File: src/rtl/serial_addsub_pkg.sv
// Shared types and op encodings for the bit-serial add/subtract sequencer.
package serial_addsub_pkg;

  typedef enum logic [1:0] {
    IDLE,
    RUN,
    DONE
  } state_t;

  localparam logic OP_ADD = 1'b0;
  localparam logic OP_SUB = 1'b1;

endpackage

File: src/rtl/serial_addsub_ctrl_fas.sv
// One-bit full adder/subtractor: a_ns selects a + b + cin or a + ~b + cin.
module fas
  import serial_addsub_pkg::*;
(
  input  logic a,
  input  logic b,
  input  logic cin,
  input  logic a_ns,
  output logic s,
  output logic cout
);

  logic bEff;

  assign bEff = (a_ns == OP_ADD) ? b : ~b;
  assign s    = a ^ bEff ^ cin;
  assign cout = (a & bEff) | (a & cin) | (bEff & cin);

endmodule

File: src/rtl/serial_addsub_ctrl.sv
// Bit-serial add/subtract sequencer: streams latched operands LSB-first through
// a single fas cell and shifts the sum bits into the result register.
module serial_addsub_ctrl
  import serial_addsub_pkg::*;
#(
  parameter int WIDTH = 8
) (
  input  logic             clk,
  input  logic             rst,
  input  logic             start,
  input  logic             op,
  input  logic [WIDTH-1:0] a_in,
  input  logic [WIDTH-1:0] b_in,
  output logic             busy,
  output logic             done,
  output logic [WIDTH-1:0] result,
  output logic             cout,
  output logic             overflow
);

  localparam int CW = $clog2(WIDTH);
  localparam logic [CW-1:0] LAST = CW'(WIDTH - 1);

  state_t           state_q, state_d;
  logic [CW-1:0]    cnt_q, cnt_d;
  logic             carry_q, carry_d;
  logic             op_q, op_d;
  logic [WIDTH-1:0] a_sh_q, a_sh_d;
  logic [WIDTH-1:0] b_sh_q, b_sh_d;
  logic [WIDTH-1:0] res_q, res_d;
  logic             cout_q, cout_d;
  logic             ovf_q, ovf_d;
  logic             fasS, fasC;

  fas u_fas (
    .a    (a_sh_q[0]),
    .b    (b_sh_q[0]),
    .cin  (carry_q),
    .a_ns (op_q),
    .s    (fasS),
    .cout (fasC)
  );

  always_ff @(posedge clk or posedge rst) begin
    if (rst) begin
      state_q <= IDLE;
      cnt_q   <= '0;
      carry_q <= 1'b0;
      op_q    <= 1'b0;
      a_sh_q  <= '0;
      b_sh_q  <= '0;
      res_q   <= '0;
      cout_q  <= 1'b0;
      ovf_q   <= 1'b0;
    end else begin
      state_q <= state_d;
      cnt_q   <= cnt_d;
      carry_q <= carry_d;
      op_q    <= op_d;
      a_sh_q  <= a_sh_d;
      b_sh_q  <= b_sh_d;
      res_q   <= res_d;
      cout_q  <= cout_d;
      ovf_q   <= ovf_d;
    end
  end

  always_comb begin
    state_d = state_q;
    cnt_d   = cnt_q;
    carry_d = carry_q;
    op_d    = op_q;
    a_sh_d  = a_sh_q;
    b_sh_d  = b_sh_q;
    res_d   = res_q;
    cout_d  = cout_q;
    ovf_d   = ovf_q;

    case (state_q)
      IDLE, DONE: begin
        if (start) begin
          a_sh_d  = a_in;
          b_sh_d  = b_in;
          op_d    = op;
          // Subtraction is a + ~b + 1; the +1 enters as the initial carry.
          carry_d = (op == OP_SUB);
          cnt_d   = '0;
          state_d = RUN;
        end else if (state_q == DONE) begin
          state_d = IDLE;
        end
      end
      RUN: begin
        res_d   = {fasS, res_q[WIDTH-1:1]};
        carry_d = fasC;
        a_sh_d  = a_sh_q >> 1;
        b_sh_d  = b_sh_q >> 1;
        cnt_d   = cnt_q + 1'b1;
        if (cnt_q == LAST) begin
          // Overflow: carry into the MSB differs from carry out of it.
          cout_d  = fasC;
          ovf_d   = carry_q ^ fasC;
          cnt_d   = '0;
          state_d = DONE;
        end
      end
      default: state_d = IDLE;
    endcase
  end

  assign busy     = (state_q == RUN);
  assign done     = (state_q == DONE);
  assign result   = res_q;
  assign cout     = cout_q;
  assign overflow = ovf_q;

endmodule
File: config.mk
export PLATFORM = sky130hd
export DESIGN_NAME = serial_addsub_ctrl
export DESIGN_NICKNAME = d
export VERILOG_FILES = /design/src/rtl/serial_addsub_pkg.sv /design/src/rtl/serial_addsub_ctrl_fas.sv /design/src/rtl/serial_addsub_ctrl.sv
export SDC_FILE = /design/constraint.sdc
export NUM_CORES = 1
export LEC_CHECK = 0
export CORE_ASPECT_RATIO = 1.75
export CORE_MARGIN = 2
export CORE_UTILIZATION = 50
export DETAILED_ROUTE_END_ITERATION = 10
export PLACE_DENSITY = 0.82
export SLEW_MARGIN = 10
export SYNTH_ARGS = -nofsm -noshare
export SYNTH_HDL_FRONTEND = slang
export SYNTH_SLANG_ARGS = --single-unit
File: constraint.sdc
create_clock -name clk -period 1.9 [get_ports clk]
set_input_delay 0.285 -clock clk [delete_from_list [all_inputs] [get_ports clk]]
set_output_delay 0.285 -clock clk [all_outputs]
set_load 0.02 [all_outputs]
### Word level (Yosys, flattened, before mapping)

Index checks and enable logic that the tools add are counted.

* input bits: 20
* bits in registers: 33
* output and inout bits: 12
* word-level logic and storage cells: 46

* multiplexer cells: 14
* reduce and logical (&&, ||, !) cells: 7
* bitwise logic cells: 9
* $add $sub $neg: 1
* equal/unequal tests: 6

Operators by type and width (number)
* $pmux W8 S2: 2
* $mux W8: 2
* $reduce_and A2 Y1: 4
* $mux W2: 3
* $mux W3: 2
* $pmux W3 S2: 1
* $pmux W2 S2: 1
* $add A3 B1 Y3 const B: 1
* $and A1 B1 Y1: 3
* $eq A3 B3 Y1 const B: 1
* $ne A3 B3 Y1 const B: 1
* $xor A1 B1 Y1: 3
* $eq A2 B1 Y1 const B: 1
* $eq A2 B2 Y1 const B: 1
* $logic_not A2 Y1: 1
* $mux W1: 2
* $ne A2 B1 Y1 const B: 1
* $ne A2 B2 Y1 const B: 1
* $or A1 B1 Y1: 2
* $pmux W1 S2: 1
* $reduce_bool A2 Y1: 1
* $reduce_or A2 Y1: 1
* $not A1 Y1: 1

### Longest topological paths before layout

Gate-level depths: netlist of the first run.

* depth in word-level cells: 6
* gate-level depth with buffers: 6

### By module

From an unflattened synthesis of the first run, not the netlist that was laid out.

* cell total of the unflattened synthesis: 143
* area, all modules: 1625.3 um^2

By module, submodules not included
* serial_addsub_ctrl: cells an instance 137, area an instance 1581.5 um^2, times used 1, seq. area each 825.8 um^2
* fas: cells an instance 6, area an instance 43.8 um^2, times used 1, seq. area each 0.0 um^2

### Worst setup path after synthesis of the first run

No wires, ideal clock.

* path kind: flip-flop to flip-flop
* start: reg cnt_q[0]
* end: reg cnt_q[2]
* cell stages (with the launch flop): 5
* arrival time: 1297 ps
* period minus slack after synthesis: 1418 ps
* data required time: 1779 ps
* setup slack: 482 ps
* path through: dfrtp_1 ha_1 ha_1 mux2_2 a22o_1

* longest elaborated chain between the ends: 3
* elaborated cells on any way between the ends: 4

RTL lines
* from (decl): line serial_addsub_ctrl.sv:25 `logic [CW-1:0] cnt_q, cnt_d;`
* from (signal assigned): line serial_addsub_ctrl.sv:57 `cnt_q <= cnt_d;`
* $add A3 B1 Y3 / $eq A3 B3 Y1 (equally long branches): line serial_addsub_ctrl.sv:98, serial_addsub_ctrl.sv:99
* $mux W3 (*): line serial_addsub_ctrl.sv:99 `if (cnt_q == LAST) begin`
* $pmux W3 S2 (*): line serial_addsub_ctrl.sv:79 `case (state_q)`

Every way passes the cells marked *; elsewhere a longest branch is shown, timed or not.
A chain may end at the register's enable or synchronous reset.

### Final worst setup path of the first run

* start: reg state_q[1]
* end: out busy

* longest elaborated chain between the ends: 1

RTL lines
* from (decl): line serial_addsub_ctrl.sv:24 `state_t state_q, state_d;`
* from (signal assigned): line serial_addsub_ctrl.sv:56 `state_q <= state_d;`
* $eq A2 B1 Y1: line serial_addsub_ctrl.sv:111 `assign busy = (state_q == RUN);`
* to (decl): line serial_addsub_ctrl.sv:14 `output logic busy,`

Every way passes these cells.

==> qor.yml, run 1 <==
place_ws_ps: 307
io_buffer_count: 31
cp_slowest_cell: "clkdlybuf4s50_1"
ys_types: 28
setup_violations: 0
cts_buffer_depth: 2
vias: 1229
worstMarginPinSlew_ps: 400
clock_skew_ps: 3.72
area_growth_pct: 28.6
hpwl_um: 2150
ir_drop_v: 0.000920
detail-route-antenna-nets: 0
dieArea_um2: 3660
critPathMaxStageDelay_ps: 600
rsz0062_at_grt: "false"
routedWlPerCell_um: 13.0
antenna_found_initial: 0
drt-initial-drc-count: 23
nets: 214
critPathArrivalTime_ps: 1510
htree_levels: 2
post_cts_buffers: 0
cts_tree: "yes"
grt_pass1_wl_um: 5290
synthesis.nets: 178
path_class: "reg -> out"
syn_avg_cell_area_um2: 10.2
pwr_density_cell_nw_per_um2: 1640
io_pins: 32
drc_errors: 0
path_cells: "nand2b_1 > inv_1 > clkdlybuf4s50_1"
drive_gt1_share_pct: 10.9
drv_slew: 0
path_max_fanout: 3
numCtsBuffers: 5
vias_per_cell: 5.23
grt_pass1_vias: 1252
end_kind: "primary output"
gp_congestion: 0.781
grt_max_degree: 34
core_um2: 3070
cp_num_buf_inv: 2
dr.pass1.iters: 4
slew_headroom_pct: 73.3
layout_setup_ws_ps: 110
fin_crit_sh_pct: 94.2
outcome: "completed"
fillers: 229
start_util_pct: 51.6
clk_pin_slew_worst_paths_ps: 70
crit_family: "buffers and inverters"
min_period_ps: 1790
yosysWarnings: 0
p_leak_nw: 0.959
wl_um: 3060
die_w_um: 46.6
cap_violations: 0
critPathRequiredTime_ps: 1620
hold_violations: 0
startpoint_type: "register"
rows: 27
grt.overflow.total: 0
syn_area_um2: 1590
cts_hold_buf: 0
diodes: 0
syn_inst: 155
cts-root-buf: "clkbuf_8"
die_y_um: 78.5
track_usage_pct: 19.6
max_freq_mhz: 559
ys_ff_latch: 33
seq_area_frac_synth_pct: 52.0
clock-sinks: 33
insertion_delay_ps: 280
hold_path_class: "in -> async"
tns_ps: 0
-- kinds of logic after synthesis --
logic type,count (synthesis),share of synthesized area (%)
mux,11,7.09
fa+ha+maj,3,2.84
compound gates,40,15.5
flops,33,52.0
buf+inv,22,7.72
simple gates,44,13.7
xor+xnor,2,1.10
-- final cells by class --
cell class              instances  area, um2  area share (%)
well taps                      43       53.8            2.63
flip-flops and latches         33        826            40.4
inverters                      11       41.3            2.02
repair buffers                 40        380            18.6
clock buffers                   7       96.3            4.72
clock inverters                 1       5.00           0.245
multi-input cells             100        639            31.3
-- report_power, final --
| part | total (mW) | internal, mW | switching [mW] |
|---|---|---|---|
| logic | 1.50 | 0.738 | 0.761 |
| clock network | 0.571 | 0.327 | 0.244 |
| registers | 1.27 | 1.04 | 0.232 |
| total | 3.34 | 2.10 | 1.24 |
-- layer usage --
metal  vias up  track usage, %  share of wire [%]
met1       596            22.8                 41
met5         -               0                  0
met4         0            6.57                1.5
met3         6            5.52                4.9
met2        32            32.9                 53
li1        595               -                  -
-- sequential cells by signal, indices dropped and copies added, names as in the netlist --
| register | count |
|---|---|
| a_sh_q | 8 |
| b_sh_q | 8 |
| carry_q | 1 |
| cnt_q | 3 |
| cout | 1 |
| op_q | 1 |
| overflow | 1 |
| result | 8 |
| state_q | 2 |
-- cell usage after synthesis --
master / n / area share [%]
a211oi_1: 8 / 3.8
nor2b_1: 9 / 3.5
buf_6: 5 / 3.5
inv_1: 11 / 2.6
xnor2_1: 1 / 0.55
buf_2: 2 / 0.63
nand2b_4: 1 / 0.87
nand3b_1: 1 / 0.47
a21o_1: 1 / 0.47
nand3_1: 2 / 0.63
a21oi_1: 15 / 4.7
o21ai_0: 6 / 1.9
nand2b_1: 1 / 0.39
dfrtp_1: 33 / 52
nor3_1: 1 / 0.31
and2_4: 1 / 0.55
nand2_1: 24 / 5.7
ha_1: 2 / 1.6
xor2_1: 1 / 0.55
o22ai_1: 6 / 2.4
a221o_1: 1 / 0.63
nor2_1: 3 / 0.71
and3b_1: 1 / 0.55
fa_1: 1 / 1.3
a22o_1: 3 / 1.7
mux2_2: 2 / 1.4
clkbuf_1: 4 / 0.95
mux2i_1: 9 / 5.7
-- worst paths after layout --
kind	startpoint	end	slack, ps	depth (start not counted)
setup / recovery	state_q[1]$_DFFE_PP0P_	busy	110	3
hold / removal	rst	cout$_DFFE_PP0P_	390	3
min in group clk	cout$_DFFE_PP0P_	cout$_DFFE_PP0P_	490	2
setup reg to reg	cnt_q[0]$_DFFE_PP0P_	cnt_q[2]$_DFFE_PP0P_	420	4
hold reg to reg	cout$_DFFE_PP0P_	cout$_DFFE_PP0P_	490	2
max in group asynchronous	rst	a_sh_q[7]$_DFFE_PP0P_	1220	3
-- per-stage QoR --
step                utilization, %  area, um2  hold WS, ps  power [mW]  instances
global placement              63.0       1940          462        2.69        227
CTS                           66.3       2040          398        3.37        235
floorplan                        -       1590          414        2.32        155
global route                  66.4       2040          459        3.60        235
finish                        66.4       2040          388        3.34        235
detailed placement            63.0       1940          474        2.78        227
-- repair_timing --
action	in CTS	in global routing
endpoints found under the setup margin	0	1
resized for setup	0	1
hold endpoints to repair	0	0
-- worst register-to-register path: cells and delay by family, from the launching register on --
| kind | cells | cell delay [ps] |
|---|---|---|
| fa+ha+maj | 2 | 480 |
| mux | 1 | 260 |
| flops | 1 | 410 |
| compound gates | 1 | 220 |
-- cell usage in the layout, fill, tap and decap left out, drive strengths merged --
| cell type | instances |
|---|---|
| mux2i | 9 |
| o21ai | 6 |
| and3b | 1 |
| clkdlybuf4s50 | 30 |
| nor2 | 3 |
| nor3 | 1 |
| ha | 2 |
| a21oi | 15 |
| dfrtp | 33 |
| xnor2 | 1 |
| a211oi | 8 |
| o22ai | 6 |
| clkinv | 1 |
| xor2 | 1 |
| nand2b | 2 |
| nor2b | 9 |
| dlymetal6s2s | 1 |
| nand3 | 2 |
| buf | 9 |
| and2 | 1 |
| a22o | 3 |
| nand2 | 24 |
| a21o | 1 |
| a221o | 1 |
| mux2 | 2 |
| nand3b | 1 |
| inv | 11 |
| clkbuf | 7 |
| fa | 1 |
Power figures use the tool's default switching activity.
==> run 2, diff against run 1 <==
- CORE_UTILIZATION: 50 -> 51
- CTS_BUF_LIST: not set -> sky130_fd_sc_hd__clkbuf_4 sky130_fd_sc_hd__clkbuf_8
- PLACE_DENSITY: 0.82 -> 0.83
==> qor.yml, run 2 (same netlist as run 1, synthesis figures left out) <==
outcome: "completed"
track_usage_pct: 21.4
htree_levels: 2
io_pins: 32
place_area_um2: 1920
numCtsBuffers: 5
cts_resized: 0
fillers: 224
insertion_delay_ps: 290
drt-initial-drc-count: 29
diodes: 0
nets: 212
min_period_ps: 1800
dp_cells: 224
ir_drop_v: 0.000993
io_buffer_count: 31
stdcell_area_um2: 2040
tns_ps: 0
wl_um: 3250
cts_hold_buf: 0
antenna_found_initial: 0
clock-sinks: 33
worstMarginPinSlew_ps: 417
dr.pass1.iters: 4
rows: 26
routedWlPerCell_um: 14.0
drive_gt1_share_pct: 10.0
p_int_mw: 2.21
die_w_um: 46.2
clock_skew_ps: 3.48
vias_per_cell: 5.29
p_leak_nw: 0.938
power_frac_comb_pct: 43.2
area_growth_pct: 28.6
end_kind: "primary output"
instances_no_fill: 232
max_freq_mhz: 556
critPathRequiredTime_ps: 1620
drc_errors: 0
detail-route-antenna-nets: 0
dieArea_um2: 3590
clock_power_share_pct: 20.4
p_total_mw: 3.47
core_um2: 2960
cts-root-buf: "clkbuf_8"
vias: 1227
path_class: "reg -> out"
cts_buffer_depth: 2
setup_violations: 0
rsz0062_at_grt: "false"
cap_violations: 0
power_frac_seq_pct: 36.4
start_util_pct: 53.6
path_max_fanout: 3
hold_path_class: "in -> async"
grt.overflow.total: 0
sw_frac_of_total_pct: 36.3
post_cts_buffers: 0
drv_slew: 0
grt_max_degree: 34
hold_violations: 0
hpwl_um: 2350
final_common_cell: "dfrtp_1"
cts_tree: "yes"
startpoint_type: "register"
grt_pass1_vias: 1295
fin_crit_sh_pct: 94.6
mostFrequentLayoutCells: "dfrtp_1 (33), clkdlybuf4s50_1 (31), nand2_1 (24)"
power_switching_mw: 1.26
critPathArrivalTime_ps: 1510
die_y_um: 77.8
pwr_density_cell_nw_per_um2: 1700
grt_pass1_wl_um: 5540
clk_pin_slew_worst_paths_ps: 70
slew_headroom_pct: 72.2
gp_congestion: 0.758
run 2: cell types whose count changed in the layout (fill, tap and decap cells not counted):
cell             before  now
buf_4                 9    7
clkbuf_8              7    6
clkdlybuf4s50_1      30   31
clkbuf_4              0    1
clkinv_2              1    0
bufinv_16             0    1
dlymetal6s2s_1        1    0
run 2: power by group through the flow:
stage	logic, mW	clock network, mW	registers [mW]
3_5_place_dp	1.49	0	1.27
6_report	1.50	0.706	1.26
4_1_cts	1.52	0.714	1.27
5_1_grt	1.68	0.743	1.30
2_1_floorplan	0.980	0	1.34
3_3_place_gp	1.42	0	1.25
run 2: area by class of cell:
| class | instances | area, um2 | area share [%] |
|---|---|---|---|
| sequential | 33 | 826 | 40.4 |
| timing repair buffer | 38 | 363 | 17.8 |
| clock inverter | 1 | 30.0 | 1.47 |
| inverter | 11 | 41.3 | 2.02 |
| multi-input combinational | 100 | 639 | 31.3 |
| clock buffer | 7 | 90.1 | 4.41 |
| tap | 42 | 52.6 | 2.57 |
run 2: worst max-delay path, stage by stage (launching register included):
cell             delay (ps)
dfrtp_1                 380
nand2b_1                170
inv_1                    80
clkdlybuf4s50_1         600
run 2: through the flow:
stage / hold slack, ps / setup WS, ps / util (%)
3_3_place_gp: 461 / 332 / 64.9
4_1_cts: 393 / 98.2 / 69.0
6_report: 377 / 102 / 69.0
2_1_floorplan: 414 / 482 / -
5_1_grt: 447 / 28.1 / 69.0
3_5_place_dp: 489 / 270 / 64.9
run 2: path summary, 6_finish.rpt:
kind,slack [ps],depth (start not counted),to,start
worst max register to register,400,4,cnt_q[2]$_DFFE_PP0P_,cnt_q[0]$_DFFE_PP0P_
worst min-delay path,380,3,result[6]$_DFFE_PP0P_,rst
worst max-delay path,100,3,busy,state_q[1]$_DFFE_PP0P_
max in group asynchronous,1220,3,a_sh_q[6]$_DFFE_PP0P_,rst
min in group clk,500,2,overflow$_DFFE_PP0P_,overflow$_DFFE_PP0P_
worst min register to register,500,2,overflow$_DFFE_PP0P_,overflow$_DFFE_PP0P_
run 2: routing by layer:
| layer | wire, um | GRT usage, % | vias up |
|---|---|---|---|
| met5 | 0 | 0 | - |
| met4 | 70 | 11.1 | 0 |
| met3 | 113 | 5.58 | 7 |
| met2 | 1820 | 35.8 | 31 |
| met1 | 1240 | 23.3 | 595 |
| li1 | - | - | 594 |
